### src/rtl/mem_stage_pkg.sv
// mem_stage_pkg: aluop constants, state and size encodings for the memory stage.
// Shared by mem_stage and mem_align (MEM_ALIGN_CHECK_EN consumers use misaligned()).
package mem_stage_pkg;

    localparam logic [7:0] EXE_OR_OP    = 8'h25;
    localparam logic [7:0] EXE_LD_B_OP  = 8'hE0;
    localparam logic [7:0] EXE_LD_H_OP  = 8'hE1;
    localparam logic [7:0] EXE_LD_W_OP  = 8'hE2;
    localparam logic [7:0] EXE_LD_BU_OP = 8'hE3;
    localparam logic [7:0] EXE_LD_HU_OP = 8'hE4;
    localparam logic [7:0] EXE_ST_B_OP  = 8'hE5;
    localparam logic [7:0] EXE_ST_H_OP  = 8'hE6;
    localparam logic [7:0] EXE_ST_W_OP  = 8'hE7;

    typedef enum logic [2:0] {
        S_IDLE   = 3'd0,
        S_REQ    = 3'd1,
        S_WAIT   = 3'd2,
        S_DONE   = 3'd3,
        S_CANCEL = 3'd4
    } mem_state_e;

    typedef enum logic [1:0] {
        SIZE_BYTE = 2'd0,
        SIZE_HALF = 2'd1,
        SIZE_WORD = 2'd2
    } mem_size_e;

    function automatic logic is_load_op(input logic [7:0] op);
        return op inside {EXE_LD_B_OP, EXE_LD_H_OP, EXE_LD_W_OP,
                          EXE_LD_BU_OP, EXE_LD_HU_OP};
    endfunction

    function automatic logic is_store_op(input logic [7:0] op);
        return op inside {EXE_ST_B_OP, EXE_ST_H_OP, EXE_ST_W_OP};
    endfunction

    function automatic mem_size_e op_size(input logic [7:0] op);
        mem_size_e sz;
        sz = SIZE_BYTE;
        if (op inside {EXE_LD_H_OP, EXE_LD_HU_OP, EXE_ST_H_OP})
            sz = SIZE_HALF;
        else if (op inside {EXE_LD_W_OP, EXE_ST_W_OP})
            sz = SIZE_WORD;
        return sz;
    endfunction

    function automatic logic misaligned(input logic [7:0] op,
                                        input logic [1:0] lo);
        mem_size_e sz;
        sz = op_size(op);
        return (sz == SIZE_HALF && lo[0]) ||
               (sz == SIZE_WORD && lo != 2'b00);
    endfunction

endpackage

### src/rtl/mem_align.sv
// mem_align: store byte-lane generation and load extract/extend.
// Purely combinational so it can be exercised on its own.
module mem_align
    import mem_stage_pkg::*;
#(
    parameter int ALUOP_W = 8
) (
    input  logic [ALUOP_W-1:0] aluop,
    input  logic [1:0]         addr_lo,
    input  logic [31:0]        st_data,
    input  logic [31:0]        rdata,
    output logic [3:0]         wstrb,
    output logic [31:0]        wdata,
    output logic [31:0]        ld_data
);

    logic [31:0] shifted;

    assign shifted = rdata >> {addr_lo, 3'b000};

    // Byte enables and lane-replicated store data.
    always_comb begin
        wstrb = 4'b0000;
        wdata = st_data;
        case (aluop)
            EXE_ST_B_OP: begin
                wstrb = 4'b0001 << addr_lo;
                wdata = {4{st_data[7:0]}};
            end
            EXE_ST_H_OP: begin
                wstrb = addr_lo[1] ? 4'b1100 : 4'b0011;
                wdata = {2{st_data[15:0]}};
            end
            EXE_ST_W_OP: wstrb = 4'b1111;
            default: ;
        endcase
    end

    // Select the addressed bytes and extend to a full word.
    always_comb begin
        ld_data = shifted;
        case (aluop)
            EXE_LD_B_OP:  ld_data = {{24{shifted[7]}}, shifted[7:0]};
            EXE_LD_BU_OP: ld_data = {24'h0, shifted[7:0]};
            EXE_LD_H_OP:  ld_data = {{16{shifted[15]}}, shifted[15:0]};
            EXE_LD_HU_OP: ld_data = {16'h0, shifted[15:0]};
            default: ;
        endcase
    end

endmodule

### src/rtl/mem_stage.sv
// mem_stage: memory-access pipeline stage, one outstanding bus transaction.
// Optional misaligned-access exception with `define MEM_ALIGN_CHECK_EN.
module mem_stage
    import mem_stage_pkg::*;
#(
    parameter int ALUOP_W = 8,
    parameter int ADDR_W  = 32
) (
    input  logic               clk,
    input  logic               rst,
    input  logic               ex_valid_i,
    output logic               mem_allowin_o,
    input  logic [ALUOP_W-1:0] aluop_i,
    input  logic [ADDR_W-1:0]  inst_pc_i,
    input  logic [4:0]         wd_i,
    input  logic               wreg_i,
    input  logic [ADDR_W-1:0]  wdata_i,
    input  logic [ADDR_W-1:0]  mem_addr_i,
    input  logic [ADDR_W-1:0]  reg2_i,
    input  logic               flush_i,
    output logic               data_req_o,
    output logic               data_wr_o,
    output logic [1:0]         data_size_o,
    output logic [3:0]         data_wstrb_o,
    output logic [ADDR_W-1:0]  data_addr_o,
    output logic [ADDR_W-1:0]  data_wdata_o,
    input  logic               data_addr_ok_i,
    input  logic               data_data_ok_i,
    input  logic [ADDR_W-1:0]  data_rdata_i,
    input  logic               wb_allowin_i,
    output logic               wb_valid_o,
    output logic [ADDR_W-1:0]  wb_pc_o,
    output logic [4:0]         wb_wd_o,
    output logic               wb_wreg_o,
    output logic [ADDR_W-1:0]  wb_wdata_o,
    output logic               ale_o,
    output logic [ADDR_W-1:0]  badv_o
);

    mem_state_e         state_q;
    logic [ADDR_W-1:0]  pc_q;
    logic [ADDR_W-1:0]  addr_q;
    logic [ADDR_W-1:0]  reg2_q;
    logic [ADDR_W-1:0]  wdata_q;
    logic [4:0]         wd_q;
    logic               wreg_q;
    logic               ale_q;
    logic [ALUOP_W-1:0] aluop_q;

    logic              accept;
    logic              in_mem;
    logic              in_ale;
    logic [ADDR_W-1:0] ld_data;

    mem_align #(
        .ALUOP_W (ALUOP_W)
    ) u_align (
        .aluop   (aluop_q),
        .addr_lo (addr_q[1:0]),
        .st_data (reg2_q),
        .rdata   (data_rdata_i),
        .wstrb   (data_wstrb_o),
        .wdata   (data_wdata_o),
        .ld_data (ld_data)
    );

    assign mem_allowin_o = (state_q == S_IDLE) ||
                           (state_q == S_DONE && wb_allowin_i);
    assign accept = ex_valid_i && mem_allowin_o;
    assign in_mem = is_load_op(aluop_i) || is_store_op(aluop_i);

`ifdef MEM_ALIGN_CHECK_EN
    assign in_ale      = in_mem && misaligned(aluop_i, mem_addr_i[1:0]);
    assign data_addr_o = addr_q;
`else
    assign in_ale = 1'b0;

    // Without the check, half/word accesses go out naturally aligned.
    always_comb begin
        data_addr_o = addr_q;
        case (op_size(aluop_q))
            SIZE_HALF: data_addr_o[0] = 1'b0;
            SIZE_WORD: data_addr_o[1:0] = 2'b00;
            default: ;
        endcase
    end
`endif

    assign data_req_o  = (state_q == S_REQ) && !flush_i;
    assign data_wr_o   = is_store_op(aluop_q);
    assign data_size_o = op_size(aluop_q);
    assign wb_valid_o  = (state_q == S_DONE);
    assign wb_pc_o     = pc_q;
    assign wb_wd_o     = wd_q;
    assign wb_wreg_o   = wreg_q;
    assign wb_wdata_o  = wdata_q;
    assign ale_o       = ale_q;
    assign badv_o      = ale_q ? addr_q : '0;

    // Stage FSM and held bundle; an accepted bundle overrides the retire.
    always_ff @(posedge clk or posedge rst) begin
        if (rst) begin
            state_q <= S_IDLE;
            pc_q    <= '0;
            addr_q  <= '0;
            reg2_q  <= '0;
            wdata_q <= '0;
            wd_q    <= '0;
            wreg_q  <= 1'b0;
            ale_q   <= 1'b0;
            aluop_q <= '0;
        end else begin
            case (state_q)
                S_REQ: begin
                    if (flush_i)
                        state_q <= data_addr_ok_i ? S_CANCEL : S_IDLE;
                    else if (data_addr_ok_i)
                        state_q <= S_WAIT;
                end
                S_WAIT: begin
                    if (data_data_ok_i) begin
                        // Flushed in the response cycle: nothing left owed.
                        if (flush_i) begin
                            state_q <= S_IDLE;
                        end else begin
                            state_q <= S_DONE;
                            if (is_load_op(aluop_q))
                                wdata_q <= ld_data;
                        end
                    end else if (flush_i) begin
                        state_q <= S_CANCEL;
                    end
                end
                S_DONE: begin
                    if (wb_allowin_i || flush_i)
                        state_q <= S_IDLE;
                end
                S_CANCEL: begin
                    if (data_data_ok_i)
                        state_q <= S_IDLE;
                end
                default: ;
            endcase
            if (accept) begin
                pc_q    <= inst_pc_i;
                addr_q  <= mem_addr_i;
                reg2_q  <= reg2_i;
                wdata_q <= wdata_i;
                wd_q    <= wd_i;
                wreg_q  <= wreg_i && !in_ale;
                ale_q   <= in_ale;
                aluop_q <= aluop_i;
                state_q <= (in_mem && !in_ale) ? S_REQ : S_DONE;
            end
        end
    end

endmodule

### config.mk
export PLATFORM = sky130hd
export DESIGN_NAME = mem_stage
export DESIGN_NICKNAME = d
export VERILOG_FILES = /design/src/rtl/mem_stage_pkg.sv /design/src/rtl/mem_align.sv /design/src/rtl/mem_stage.sv
export SDC_FILE = /design/constraint.sdc
export NUM_CORES = 1
export LEC_CHECK = 0
export ABC_AREA = 1
export CAP_MARGIN = 5
export CELL_PAD_IN_SITES_DETAIL_PLACEMENT = 0
export CELL_PAD_IN_SITES_GLOBAL_PLACEMENT = 2
export CORE_MARGIN = 4
export CORE_UTILIZATION = 24
export DETAILED_ROUTE_END_ITERATION = 16
export GPL_ROUTABILITY_DRIVEN = 0
export HOLD_SLACK_MARGIN = 0.08
export PLACE_DENSITY = 0.92
export SYNTH_ARGS = -nofsm -noshare
export SYNTH_HDL_FRONTEND = slang
export SYNTH_SLANG_ARGS = --single-unit
### constraint.sdc
create_clock -name clk -period 11.5 [get_ports clk]
set_input_delay 3.45 -clock clk [delete_from_list [all_inputs] [get_ports clk]]
set_output_delay 3.45 -clock clk [all_outputs]
set_load 0.01 [all_outputs]
## Yosys cells after proc, flatten, opt, wreduce, memory -nomap -nowiden

Index checks and enable logic that the tools add are counted.

| cells by class | value |
|---|---|
| eq/ne operators | 27 |
| shift-type cells | 2 |
| multiplexer cells | 24 |
| reductions and logical operators | 21 |

Operators with widths:

| operator | count |
|---|---|
| $mux 32 | 5 |
| $eq 8x8->1 const B | 16 |
| $pmux 32 s4 | 1 |
| $pmux 32 s2 | 1 |
| $shr 32x5->32 | 1 |
| $mux 3 | 8 |
| $reduce_bool 5->1 | 3 |
| $pmux 3 s4 | 1 |
| $pmux 4 s3 | 1 |
| $reduce_bool 3->1 | 3 |
| $mux 2 | 4 |
| $ne 4x4->1 const B | 2 |
| $reduce_bool 2->1 | 4 |
| $eq 3x2->1 const B | 2 |
| $reduce_and 5->1 | 1 |
| $mux 4 | 1 |
| $reduce_and 4->1 | 1 |
| $shl 1x2->4 const A | 1 |
| $eq 3x1->1 const B | 1 |
| $eq 3x3->1 const B | 1 |
| $logic_and 1x1->1 | 3 |
| $logic_not 3->1 | 1 |
| $logic_or 1x1->1 | 3 |
| $ne 3x1->1 const B | 1 |
| other kinds (7) | 8 |

| word-level totals | value |
|---|---|
| bits in registers | 145 |
| output and inout port bits | 177 |
| logic and storage cells | 82 |

## Longest topological paths before layout

Gate-level depths: netlist of run 1.

| depth | value |
|---|---|
| depth after elaboration | 7 |
| gate-level depth with buffers | 11 |

## Hierarchy

From an unflattened synthesis of run 1, not the netlist that was laid out.

| second synthesis, totals | value |
|---|---|
| cell total of the unflattened synthesis | 1128 |
| area, all modules | 7998.9 um^2 |

By module, submodules not included:

| module | times used | cells an instance | area each (um^2) | seq. area each (um^2) |
|---|---|---|---|---|
| mem_stage | 1 | 840 | 6648.9 | 3628.5 |
| mem_align | 1 | 288 | 1350.0 | 0.0 |

## Least setup slack after synthesis of run 1

OpenSTA, ideal clock, no wires.

| path | value |
|---|---|
| path kind | input to output |
| start point | input flush_i |
| end point | output data_req_o |
| arrival | 3.823 ns |
| required time | 8.050 ns |
| slack | 4.227 ns |
| stages on the path | 3 |
| cells stage by stage | inv_1 -> nand2_1 -> nor3_1 |

| on the way | value |
|---|---|
| longest elaborated chain between the ends | 2 |

RTL lines:

| item | RTL line | text |
|---|---|---|
| start: declaration | mem_stage.sv:20 | `input logic flush_i,` |
| $logic_not 1->1 | mem_stage.sv:89 | `assign data_req_o = (state_q == S_REQ) && !flush_i;` |
| $logic_and 1x1->1 | mem_stage.sv:89 |  |
| end: declaration | mem_stage.sv:21 | `output logic data_req_o,` |

No other way between the ends.

## Worst setup path after layout of run 1

Same ends and word-level chain as after synthesis.

==> results of run 1 <==
-- power groups by stage --
stage	logic [mW]	registers [mW]	clock network [mW]
2_1_floorplan	0.822	0.921	0
3_3_place_gp	1.45	0.908	0
3_5_place_dp	1.46	0.913	0
4_1_cts	1.47	0.911	0.607
5_1_grt	1.60	0.947	0.625
6_report	1.44	0.911	0.585
-- critical path, stage by stage --
cell	delay (ps)
clkdlybuf4s50_1	450
inv_1	110
nand2_1	50
nor3_1	140
clkdlybuf4s50_1	570
-- cells by family after synthesis --
logic type,Yosys count,synth area share
AND/OR/NAND/NOR,600,0.3190
buffers and inverters,198,0.1396
flip-flops,145,0.4621
AO/OA/AOI/OAI,121,0.07887
other,1,0.0004776
-- final cells by class --
class                   instances  area, µm²  area share
diodes                          1      2.502   0.0002161
well taps                     435      544.3     0.04700
clock inverters                12      158.9     0.01372
clock buffers                  20      446.7     0.03857
multi-input cells             754       3248      0.2805
inverters                      74      285.3     0.02464
repair buffers                327       3266      0.2820
flip-flops and latches        145       3628      0.3133
-- sequential cells by signal, summed over array words and instances, names as in the netlist --
name	flops
reg2_q	32
wb_wdata_o	32
wb_wd_o	5
state_q	3
aluop_q	8
addr_q	32
wb_pc_o	32
wb_wreg_o	1
-- metal layers --
layer | wire, µm | global-route usage | vias up
met5 | 13 | 0 | -
met4 | 304 | 0.03756 | 2
met3 | 2604 | 0.06397 | 19
met2 | 12860 | 0.2485 | 276
met1 | 12310 | 0.1952 | 3471
li1 | - | - | 3732
-- cells in the final DEF, fill, tap and decap left out, types with 6 or more instances in the layout --
| cell type | n |
|---|---|
| o21ai_0 | 63 |
| dfrtp_1 | 145 |
| a21oi_1 | 9 |
| clkbuf_16 | 17 |
| nand2_1 | 432 |
| o22ai_1 | 8 |
| inv_2 | 7 |
| clkdlybuf4s50_1 | 324 |
| nor2_1 | 53 |
| nand4_1 | 10 |
| o21ai_1 | 39 |
| or2_1 | 22 |
| conb_1 | 33 |
| nand2_2 | 6 |
| nand3_1 | 64 |
| inv_1 | 65 |
-- worst max path at each step --
stage,slack [ps],to,cells past startpoint,start
floorplan,4160,addr_q[0]$_DFFE_PP0P_,1,rst
global placement,3270,data_req_o,5,flush_i
detailed placement,3280,data_req_o,5,flush_i
CTS,3270,data_req_o,5,flush_i
global route,3170,data_req_o,5,flush_i
finish,3270,data_req_o,5,flush_i
-- stage by stage --
step           hold WS [ps]    util  worst slack [ps]
6_report              478.7  0.3632              3275
5_1_grt               491.3  0.3632              3169
4_1_cts               481.3  0.3631              3272
3_5_place_dp          465.0  0.3442              3280
3_3_place_gp          461.1  0.3442              3273
2_1_floorplan         449.2       -              4155
==> impl_metrics.env, run 1 <==
export IMPL_rr_worst_depth=9
export IMPL_netlist_area_um2=7853
export IMPL_async_flop_share=1.000
export IMPL_synth_avg_cell_area_um2=7.373
export IMPL_ys_top_cells_by_area="dfrtp_1, nand2_1, buf_4, nand3_1, o21ai_0"
export IMPL_rsz0062_at_grt="false"
export IMPL_synth_warnings=0
export IMPL_min_from="wb_pc_o[18]$_DFFE_PP0P_"
export IMPL_overflow=0
export IMPL_die_x_um=188.9
export IMPL_drv_cap=0
export IMPL_fin_area_um2=11580
export IMPL_track_usage=0.1548
export IMPL_grt_max_degree=93
export IMPL_hpwl_um=20280
export IMPL_clk_pin_slew_ps=60
export IMPL_fin_cells=1768
export IMPL_finalHoldViolCount=0
export IMPL_finalCritPeriodShare=0.7153
export IMPL_hold_path_class="reg2reg"
export IMPL_fin_crit_ps=8225
export IMPL_yosysTopAreaCell="dfrtp_1"
export IMPL_cts_sinks=145
export IMPL_dp_cells=1735
export IMPL_tns_ps=0
export IMPL_numCtsBuffers=17
export IMPL_p_leak_nw=5.467
export IMPL_cts_tree="done"
export IMPL_synth_cells=1065
export IMPL_clock_latency_ps=430
export IMPL_drc_errors=0
export IMPL_hold_end="wb_pc_o[18]$_DFFE_PP0P_"
export IMPL_crit_arrival_ps=4780
export IMPL_p_clk_frac=0.199
export IMPL_synth_seq_cells=145
export IMPL_start_kind="input port"
export IMPL_die_area_um2=35680
export IMPL_wire_per_inst_um=15.89
export IMPL_run_status="completed"
export IMPL_critPathMaxFanout=4
export IMPL_post_cts_buffers=0
export IMPL_yosysMostFrequentCell="nand2_1"
export IMPL_drt_total_wl_um=28090
export IMPL_place_area_um2=10970
export IMPL_criticalPathCategory="in2out"
export IMPL_yosysUniqueCellTypes=28
export IMPL_worstReg2RegEnd="wb_wdata_o[22]$_DFFE_PP0P_"
export IMPL_yosysSeqAreaShare=0.4621
export IMPL_drv_slew=0
export IMPL_drive_above_1_share=0.04354
export IMPL_syn_to_final_growth_pct=47.47
export IMPL_viasPerCell=4.242
export IMPL_netlist_area_leader_share=0.4621
export IMPL_cts_hold_buf=0
export IMPL_synthTopCellsByCount="nand2_1, dfrtp_1, buf_4"
export IMPL_antenna_found_initial=2
export IMPL_synthFlopType="dfrtp_1"
export IMPL_hold_path_depth=2
export IMPL_dr_total_vias=7500
export IMPL_ios=358
export IMPL_fmax_mhz=121.6
export IMPL_cts_resized=0
export IMPL_grt_pass1_vias=7626
export IMPL_portBuffers=324
export IMPL_rr_startpoint="state_q[0]$_DFFE_PP0P_"
export IMPL_die_h_um=188.9
export IMPL_cellInternalPower_mw=1.773
export IMPL_crit_path_end_kind="output pin"
export IMPL_grt_pass1_wl_um=43400
export IMPL_setup_viol=0
export IMPL_switching_power_mw=1.163
export IMPL_fin_nets=1500
export IMPL_powerDensity_nw_per_um2=253.6
export IMPL_synth_edf_count=0
export IMPL_core_um2=31880
export IMPL_switching_share=0.3962
export IMPL_h_tree_depth=4
export IMPL_p_total_mw=2.936
export IMPL_initial_core_util=0.2463
export IMPL_power_frac_comb=0.491
export IMPL_n_fill_cell=3390
export IMPL_peakVddDrop_mv=0.1179
export IMPL_skew_ps=6.616
export IMPL_rows=65
export IMPL_r2r_slack_ps=8120
export IMPL_p_seq_frac=0.310
export IMPL_drtAntennaViolNets=0
export IMPL_required_ps=8050
export IMPL_cts_buffer_depth=2
export IMPL_tightest_slew_ps=986.9
export IMPL_first_iter_violations=334
export IMPL_firstDrtPassIters=4
export IMPL_root_buffer="clkbuf_16"
export IMPL_slew_headroom=0.3421
Power figures use the tool's default switching activity.
==> inputs of run 2 (changes only) <==
--- a/config.mk
+++ b/config.mk
@@ -10,11 +10,11 @@
 export CELL_PAD_IN_SITES_DETAIL_PLACEMENT = 0
 export CELL_PAD_IN_SITES_GLOBAL_PLACEMENT = 2
 export CORE_MARGIN = 4
-export CORE_UTILIZATION = 24
+export CORE_UTILIZATION = 20
 export DETAILED_ROUTE_END_ITERATION = 16
 export GPL_ROUTABILITY_DRIVEN = 0
 export HOLD_SLACK_MARGIN = 0.08
-export PLACE_DENSITY = 0.92
+export PLACE_DENSITY = 0.83
 export SYNTH_ARGS = -nofsm -noshare
 export SYNTH_HDL_FRONTEND = slang
 export SYNTH_SLANG_ARGS = --single-unit
==> constraint.sdc (replaced) <==
create_clock -name clk -period 7.2 [get_ports clk]
set_input_delay 2.16 -clock clk [delete_from_list [all_inputs] [get_ports clk]]
set_output_delay 2.16 -clock clk [all_outputs]
set_load 0.01 [all_outputs]
==> run 2 against run 1 <==
Effect of this change: count of clock-buffer cells in the layout grew 2; power grew 60%; highest routed layer is now met4; largest power group unchanged; die area grew 19%; core utilization shrank 6.1 points; clock power grew 60%; via count grew 0.56%; critical path type unchanged.
==> impl_metrics.env, run 2 (synthesis gave the netlist of run 1 again) <==
export IMPL_die_h_um=206.2
export IMPL_ios=358
export IMPL_final_common_cell="nand2_1"
export IMPL_cts_tree="done"
export IMPL_root_buffer="clkbuf_16"
export IMPL_slew_headroom=0.3922
export IMPL_layout_common_cells="nand2_1, clkdlybuf4s50_1, dfrtp_1"
export IMPL_tns_ps=0
export IMPL_drive_above_1_share=0.04351
export IMPL_clock_latency_ps=430
export IMPL_first_iter_violations=314
export IMPL_drt_total_wl_um=29630
export IMPL_cts_hold_buf=0
export IMPL_grt_pass1_wl_um=44220
export IMPL_fin_nets=1501
export IMPL_post_cts_buffers=0
export IMPL_die_area_um2=42500
export IMPL_hpwl_um=21630
export IMPL_start_kind="input port"
export IMPL_cts_resized=0
export IMPL_antenna_found_initial=0
export IMPL_fmax_mhz=176.3
export IMPL_cts_buffer_depth=2
export IMPL_clk_pin_slew_ps=60
export IMPL_portBuffers=324
export IMPL_drtAntennaViolNets=0
export IMPL_finalCritPeriodShare=0.7877
export IMPL_initial_core_util=0.2027
export IMPL_drv_cap=0
export IMPL_hold_path_class="reg2reg"
export IMPL_overflow=0
export IMPL_core_um2=38740
export IMPL_viasPerCell=4.075
export IMPL_required_ps=5040
export IMPL_track_usage=0.1352
export IMPL_skew_ps=11.17
export IMPL_setup_viol=0
export IMPL_die_x_um=206.2
export IMPL_wire_per_inst_um=16.01
export IMPL_numCtsBuffers=17
export IMPL_p_leak_nw=5.486
export IMPL_rows=72
export IMPL_grt_max_degree=86
export IMPL_grt_pass1_vias=7458
export IMPL_peakVddDrop_mv=0.2150
export IMPL_h_tree_depth=4
export IMPL_drc_errors=0
export IMPL_fin_cells=1851
export IMPL_dr_total_vias=7542
export IMPL_final_core_util=0.3019
export IMPL_criticalPathCategory="in2out"
export IMPL_critPathMaxFanout=4
export IMPL_powerDensity_nw_per_um2=402.2
export IMPL_cts_sinks=145
export IMPL_crit_path_end_kind="output pin"
export IMPL_dp_cells=1819
export IMPL_firstDrtPassIters=5
export IMPL_crit_arrival_ps=3510
export IMPL_drv_slew=0
export IMPL_syn_to_final_growth_pct=48.92
export IMPL_rsz0062_at_grt="false"
export IMPL_finalHoldViolCount=0
export IMPL_fin_crit_ps=5672
export IMPL_antenna_cells=0
export IMPL_run_status="completed"
export IMPL_tightest_slew_ps=911.7
## run 2: cell count changes in the layout (fill, tap and decap cells not counted), sizes merged
cell / change
clkbuf: +2
buf: +1
inv: -1
clkinvlp: -3
clkinv: +2
diode: -1
## run 2: layout make-up
| cell class | instances | area, µm² |
|---|---|---|
| tap | 518 | 648.1 |
| multi-input combinational | 754 | 3248 |
| timing repair buffer | 328 | 3286 |
| inverter | 74 | 285.3 |
| fill | 4214 | 27040 |
| clock buffer | 22 | 464.2 |
| clock inverter | 10 | 133.9 |
| sequential | 145 | 3628 |
## run 2: final timing paths
kind                                        start                    endpoint  slack (ps)  depth (start not counted)
setup / recovery                          flush_i                  data_req_o        1530                          5
hold / removal             wb_wd_o[2]$_DFFE_PP0P_      wb_wd_o[2]$_DFFE_PP0P_         480                          2
setup reg to reg           state_q[0]$_DFFE_PP0P_      reg2_q[22]$_DFFE_PP0P_        4410                          7
hold reg to reg            wb_wd_o[2]$_DFFE_PP0P_      wb_wd_o[2]$_DFFE_PP0P_         480                          2
max in group asynchronous                     rst  wb_wdata_o[26]$_DFFE_PP0P_        3800                          3
min in group asynchronous                     rst     wb_pc_o[26]$_DFFE_PP0P_        2120                          2
## run 2: critical path, stage by stage
cell and delay, ps:
clkdlybuf4s50_1 460, inv_1 110, nand2_1 50, nor3_1 160, clkdlybuf4s50_1 570
## run 2: stage by stage
| stage | setup slack [ps] | hold slack [ps] | total power, mW | instance area (µm²) |
|---|---|---|---|---|
| finish | 1529 | 476.8 | 4.703 | 11690 |
| global route | 1480 | 496.8 | 5.094 | 11690 |
| CTS | 1524 | 481.3 | 4.799 | 11690 |
| detailed placement | 1524 | 463.7 | 3.816 | 11100 |
| global placement | 1523 | 460.6 | 3.799 | 11100 |
| floorplan | 1145 | 449.2 | 2.784 | 7973 |
## run 2: routing by layer
layer,vias up,GRT usage,share of wire
met3,24,0.04896,0.082
met2,293,0.2154,0.46
met1,3494,0.1763,0.45
met5,-,0,0
met4,0,0.03042,0.014
li1,3731,-,-
## run 2: power breakdown
part	switching (mW)	total (mW)	internal [mW]
combinational	1.23	2.31	1.08
clock	0.374	0.936	0.562
sequential	0.255	1.45	1.20
total	1.86	4.70	2.84
